### src/rtl/key_event_tracker.sv
// Tracks PS/2 set-2 scan codes: decodes E0/F0 prefixes, keeps the held key,
// counts new presses and maps number-row keys to ASCII.
module key_event_tracker #(
  parameter int unsigned CNT_W = 16
) (
  input  logic             clk,
  input  logic             resetn,
  input  logic             in_valid,
  input  logic [7:0]       in_data,
  output logic [7:0]       key_code,
  output logic             key_ext,
  output logic             key_down,
  output logic             press_pulse,
  output logic [CNT_W-1:0] press_cnt,
  output logic [7:0]       ascii
);

  typedef enum logic [1:0] {
    ST_IDLE,
    ST_E0,
    ST_F0,
    ST_E0F0
  } state_t;

  state_t           state_q, state_d;
  logic [7:0]       key_code_q, key_code_d;
  logic             key_ext_q, key_ext_d;
  logic             key_down_q, key_down_d;
  logic             press_pulse_q, press_pulse_d;
  logic [CNT_W-1:0] press_cnt_q, press_cnt_d;

  logic is_nonkey;
  logic term_ext;
  logic term_break;
  logic held_match;

  // State register with synchronous active-low reset taking priority over input
  always_ff @(posedge clk) begin
    if (!resetn) begin
      state_q       <= ST_IDLE;
      key_code_q    <= '0;
      key_ext_q     <= 1'b0;
      key_down_q    <= 1'b0;
      press_pulse_q <= 1'b0;
      press_cnt_q   <= '0;
    end else begin
      state_q       <= state_d;
      key_code_q    <= key_code_d;
      key_ext_q     <= key_ext_d;
      key_down_q    <= key_down_d;
      press_pulse_q <= press_pulse_d;
      press_cnt_q   <= press_cnt_d;
    end
  end

  // Prefix decoding and make/break handling for each strobed byte
  always_comb begin
    state_d       = state_q;
    key_code_d    = key_code_q;
    key_ext_d     = key_ext_q;
    key_down_d    = key_down_q;
    press_pulse_d = 1'b0;
    press_cnt_d   = press_cnt_q;

    is_nonkey  = (in_data == 8'hAA) || (in_data == 8'hFA) || (in_data == 8'hEE) ||
                 (in_data == 8'hFE) || (in_data == 8'h00) || (in_data == 8'hFF);
    term_ext   = (state_q == ST_E0) || (state_q == ST_E0F0);
    term_break = (state_q == ST_F0) || (state_q == ST_E0F0);
    held_match = key_down_q && (key_code_q == in_data) && (key_ext_q == term_ext);

    if (in_valid) begin
      // E0 only acts as a prefix before any F0; after F0 it is a terminal byte
      if ((in_data == 8'hE0) && !term_break) begin
        state_d = ST_E0;
      end else if (in_data == 8'hF0) begin
        if (state_q == ST_IDLE)    state_d = ST_F0;
        else if (state_q == ST_E0) state_d = ST_E0F0;
      end else begin
        state_d = ST_IDLE;
        if (!is_nonkey) begin
          if (term_break) begin
            if (held_match) key_down_d = 1'b0;
          end else if (!held_match) begin
            key_code_d    = in_data;
            key_ext_d     = term_ext;
            key_down_d    = 1'b1;
            press_pulse_d = 1'b1;
            press_cnt_d   = press_cnt_q + 1'b1;
          end
        end
      end
    end
  end

  // Number-row make codes to ASCII; extended keys never map
  always_comb begin
    ascii = 8'hFF;
    if (!key_ext_q) begin
      case (key_code_q)
        8'h16:   ascii = 8'h31;
        8'h1E:   ascii = 8'h32;
        8'h26:   ascii = 8'h33;
        8'h25:   ascii = 8'h34;
        8'h2E:   ascii = 8'h35;
        8'h36:   ascii = 8'h36;
        8'h3D:   ascii = 8'h37;
        8'h3E:   ascii = 8'h38;
        8'h46:   ascii = 8'h39;
        8'h45:   ascii = 8'h30;
        default: ascii = 8'hFF;
      endcase
    end
  end

  assign key_code    = key_code_q;
  assign key_ext     = key_ext_q;
  assign key_down    = key_down_q;
  assign press_pulse = press_pulse_q;
  assign press_cnt   = press_cnt_q;

endmodule

### config.mk
export PLATFORM = sky130hd
export DESIGN_NAME = key_event_tracker
export DESIGN_NICKNAME = d
export VERILOG_FILES = /design/src/rtl/key_event_tracker.sv
export SDC_FILE = /design/constraint.sdc
export NUM_CORES = 1
export LEC_CHECK = 0
export ABC_CLOCK_PERIOD_IN_PS = 3300
export CORE_ASPECT_RATIO = 1.75
export CORE_UTILIZATION = 49
export DETAILED_ROUTE_END_ITERATION = 7
export GPL_ROUTABILITY_DRIVEN = 1
export PLACE_DENSITY_LB_ADDON = 0.3
export SLEW_MARGIN = 10
export SYNTH_ARGS = -nofsm -noshare
export SYNTH_HDL_FRONTEND = slang
export SYNTH_SLANG_ARGS = --single-unit
### constraint.sdc
create_clock -name clk -period 3.3 [get_ports clk]
set_clock_uncertainty 0.2 [all_clocks]
set_input_delay 0.33 -clock clk [delete_from_list [all_inputs] [get_ports clk]]
set_output_delay 0.33 -clock clk [all_outputs]
set_load 0.05 [all_outputs]
# == After elaboration in Yosys (flattened, before gate mapping) ==
# Index checks and enable logic that the tools add are counted.
# Widths: inputs -> output; s select.
# op_classes
add_sub_neg,1
eq_ne,25
muxes,10
bitwise_logic,7
reduce_logical,17
# ops
cell,count
$pmux 8 s10,1
$eq 8x8->1 const B,7
$eq 8x6->1 const B,6
$add 16x1->16 const B,1
$eq 8x5->1 const B,2
$eq 8x7->1 const B,2
$reduce_and 6->1,2
$eq 8x8->1,1
$logic_not 8->1,1
$mux 2,4
$mux 8,1
$logic_or 1x1->1,7
$not 1->1,7
$reduce_or 6->1,1
$eq 2x2->1 const B,2
$mux 1,4
$ne 4x3->1 const B,1
$logic_and 1x1->1,3
$eq 2x1->1 const B,1
$logic_not 2->1,1
$ne 2x1->1 const B,1
$ne 2x2->1 const B,1
$reduce_and 2->1,1
$eq 1x1->1,1
$logic_not 1->1,1
# totals
reg_bits,29
input_bits,11
out_inout_bits,35
wordCells,66

# == Longest topological paths before layout ==
# logic_depth
ltp_word,8
ltp_mapped,10
mapped_depth_nobuf,9

# == Worst setup path before layout ==
# Ideal clock, no wire load.
# synth_timing
kind,register -> register
start,register key_code_q[3] (netlist: key_code[3])
end,register press_cnt_q[13] (netlist: press_cnt[13])
setup_ns,0.070
t_arrival_ns,2.769
required_ns,3.030
setup_slack_ns,0.261
stages_incl_launch_ff,11
n_path_buf,1
synth_period_minus_slack_ns,3.039
cell_sequence,dfxtp_1 clkbuf_1 xnor2_1 nand4_1 or3_1 ha_1 nand4_1 or2_1 or3_1 or4_1 a21oi_1
# synth_via
elab_chain_len,5
# synth_rtl
element,line,source
from (decl),26,"logic [7:0] key_code_q, key_code_d;"
from (signal assigned),48,key_code_q <= key_code_d;
$eq 8x8->1,69,held_match = key_down_q && (key_code_q == in_data) && (key_ext_q == term_ext);
$logic_and 1x1->1 (2 in series),69,
$not 1->1 (no line),-,
$reduce_and 6->1 (no line),-,
to (signal assigned),52,press_cnt_q <= press_cnt_d;
to (decl),30,"logic [CNT_W-1:0] press_cnt_q, press_cnt_d;"
# Every way passes these cells.
# A chain may end at the register's enable or synchronous reset.

# == Final worst setup path ==
# layout_timing
start,register key_code_q[1] (netlist: key_code[1])
end,output port ascii[1]
# layout_via
elab_chain_len,3
word_cells_on_any_way,12
cone_classes,eq/ne (10); mux (2)
# layout_rtl
element,line,source
$eq 8x7->1 (tied with other cells),99,case (key_code_q)
$pmux 8 s10 *,99,
$mux 8 *,98,if (!key_ext_q) begin
to (decl),15,output logic [7:0] ascii
# Mark *: on every way between the ends. The rest lies on a longest branch, timed or not.

==> impl_results.md <==
- Fin. Hold Viols: 0
- CTS Sinks: 29
- CP Capture Type: output port
- Aggregate routed wire length: ~4600 um
- Starting Density: 0.512
- Seq/Total Area, Yosys: 0.313
- Clock Latency Late Sink: approximately 0.28 ns
- Num CTS Buffers: 5
- Library cells used by synthesis: 44
- Mapped Area: between 1500 and 2000 sq um
- Die Y: about 83 um
- Post-synth top area cell: dfxtp_1
- Worst-path fanout max: 6
- R2R Path Start: key_code[3]
- Die Width: 48.5 um
- Register area: 582 sq um
- Fin Hold WS: 0.280 ns
- Max-Cap Viols: 0
- Post-DP HPWL: 3410 um
- Count leader, synth: nand2_1
- DP Worst Slack: between 0.2 and 0.25 ns
- Pwr dens: 361 nW/um^2
- Routed via count: 1,836
- Die area: a little over 4000 sq um
- Worst EP arrival: 2.35 ns
- WHS Endpoint: state_q[0]
- Largest cells by area after synthesis: dfxtp_1 (31%), mux2i_1 (8.6%), nand2_1 (7.5%)
- # rows: 29
- Post-layout min period: 2.88 ns
- Total core area: 3630 sq um
- Port bufs: 43
- Remaining antenna violation count after routing: 0
- Post-synth EDFFs: 0
- Area Growth Syn to Fin: 30.2%
- Postcts setup bufs: 0
- Number of fill cells: approximately 320
- CP startpoint kind: flip-flop
- Highest clock rate: roughly 350 MHz
- Root buf cell: clkbuf_8
- Worst-path clk slew: ~0.06 ns
- Drt pass-1 iters: 4
- CTS hold repair buffers: 0
- Final #Nets: between 200 and 300
- Hold_sp: state_q[0]
- Status: finished clean
- Worst ir drop on vdd: 261 uV
- WS Path Type: reg -> out
- Syn avg cell area: slightly above 8 sq um
- Fin worst setup slack: 0.423 ns
- Placed cell count: 307
- Unrepaired setup endpoints after global routing: no
- Final Instance Count excl. Fillers: 315
- Reg-to-reg endpoint: press_cnt[13]
- Ant. Diodes: 0
- I/O pins: 46
- Primary FF master, synth: dfxtp_1
- Fin. max-slew vios: 0
- Clock Tree Buf Depth: 2
- First-pass GRT wire length: 7780 um
- Routed WL per cell: 14.7 um
- Vias in the first global route: 1,734
- Fin Setup TNS: 0 ns
- DRC viols: 0
- H-tree Lvls: 2
- Synth warn: 0
- Area occupied by multi-input gates: 1170 sq um
- GPL Wtd Cong: 0.893
- CP Launch Point: key_code[1]
- FF-to-FF path depth: 9
- Slew headroom: 0.256
- Ys async rst share: 0
- R2R Setup Slk: between 0.4 and 0.5 ns
- Largest net degree at the start of global routing: 27
- DR vias/cell: 5.83
- Cells on Worst Hold Path: 2
- GRT Total Usage: 0.247
- HP Class: reg -> reg
- Post-CTS Resized: 0
- Slew @ Worst Pin: 1.11 ns
- Mapped Cells: about 230
- Initial antenna violation count: 0
- Final period util: 0.872
- Worst EP required: around 2.8 ns
- Final setup fails: 0
- Leak: 0.833 nW
- CTS tree: done
- DR iter-0 viols: 52
- Layout cell share with drive strength beyond 1: 0.0855
- Post-synth top area share: 0.313
- Post-synth top cells: nand2_1 (37), dfxtp_1 (29), mux2i_1 (16)
- Global route total overflow: 0
- #FFs+latches synth: 29
==> cell families after synthesis <==
logic type	synth area share
AND/OR/NAND/NOR	0.324
AO/OA/AOI/OAI	0.140
flip-flops	0.313
buffers and inverters	0.0633
multiplexers	0.0923
XOR/XNOR	0.0519
adder cells (fa/ha/maj)	0.0135
other	0.00202
==> worst max path at each step <==
stage | cells after the start | endpoint | slack [ns]
2_1_floorplan | 10 | press_cnt[13] | 0.26
3_3_place_gp | 10 | press_cnt[13] | 0.27
3_5_place_dp | 10 | press_cnt[13] | 0.22
4_1_cts | 6 | ascii[3] | 0.05
5_1_grt | 6 | ascii[6] | 0.30
6_report | 6 | ascii[1] | 0.42
==> cells in the final DEF (no fill, tap or decap), types with 2 or more instances in the layout <==
cell type	count
nand2_1	37
nand2b_1	10
buf_4	7
and3b_1	2
nor2_1	6
a21oi_1	13
o21ai_0	3
inv_1	3
nor4_1	5
and3_1	5
nor3b_1	3
ha_1	2
conb_1	2
nand4_1	12
xnor2_1	11
clkdlybuf4s50_1	38
or4_1	9
dfxtp_1	28
clkbuf_8	7
nand3_1	5
nor3_1	3
dlymetal6s2s_1	5
or3_1	3
o31ai_1	9
nor4b_1	3
mux2i_1	16
==> metrics by stage <==
| stage | util | power [mW] | cell area (sq um) |
|---|---|---|---|
| after global placement | 0.634 | 0.556 | 2300 |
| after floorplan | - | 0.502 | 1860 |
| after detailed placement | 0.634 | 0.558 | 2300 |
| after global routing | 0.666 | 0.907 | 2420 |
| final | 0.666 | 0.873 | 2420 |
| after CTS | 0.662 | 0.880 | 2400 |
==> state kept, by name, summed over array words and instances (netlist names) <==
signal	cells
key_code	8
key_down	1
press_cnt	16
press_pulse	1
key_ext	1
state_q	2
==> worst max-delay path, stage by stage, from the launching register on <==
cell and delay [ns]:
dfxtp_1 0.40, nor2b_2 0.32, nand2b_1 0.15, nor3b_1 0.23, nor2_1 0.06, o21ai_0 0.08, clkdlybuf4s50_1 0.83
==> layer usage <==
layer  global-route usage  share of wire  vias to the layer above
li1                     -              -                      908
met1                0.244           0.37                      860
met2                0.470           0.56                       54
met3               0.0458          0.035                       14
met4                0.131          0.031                        0
met5                    0              0                        -
==> power breakdown <==
part	switching, mW	internal [mW]	total [mW]
combinational	0.104	0.0668	0.170
clock	0.134	0.188	0.322
sequential	0.0191	0.361	0.380
==> final cells by class <==
class,instances,area share
multi-input combinational,179,0.484
clock inverter,1,0.00207
clock buffer,7,0.0399
tap,46,0.0238
timing repair buffer,50,0.205
inverter,3,0.00466
sequential,29,0.241
Power figures use the tool's default switching activity.
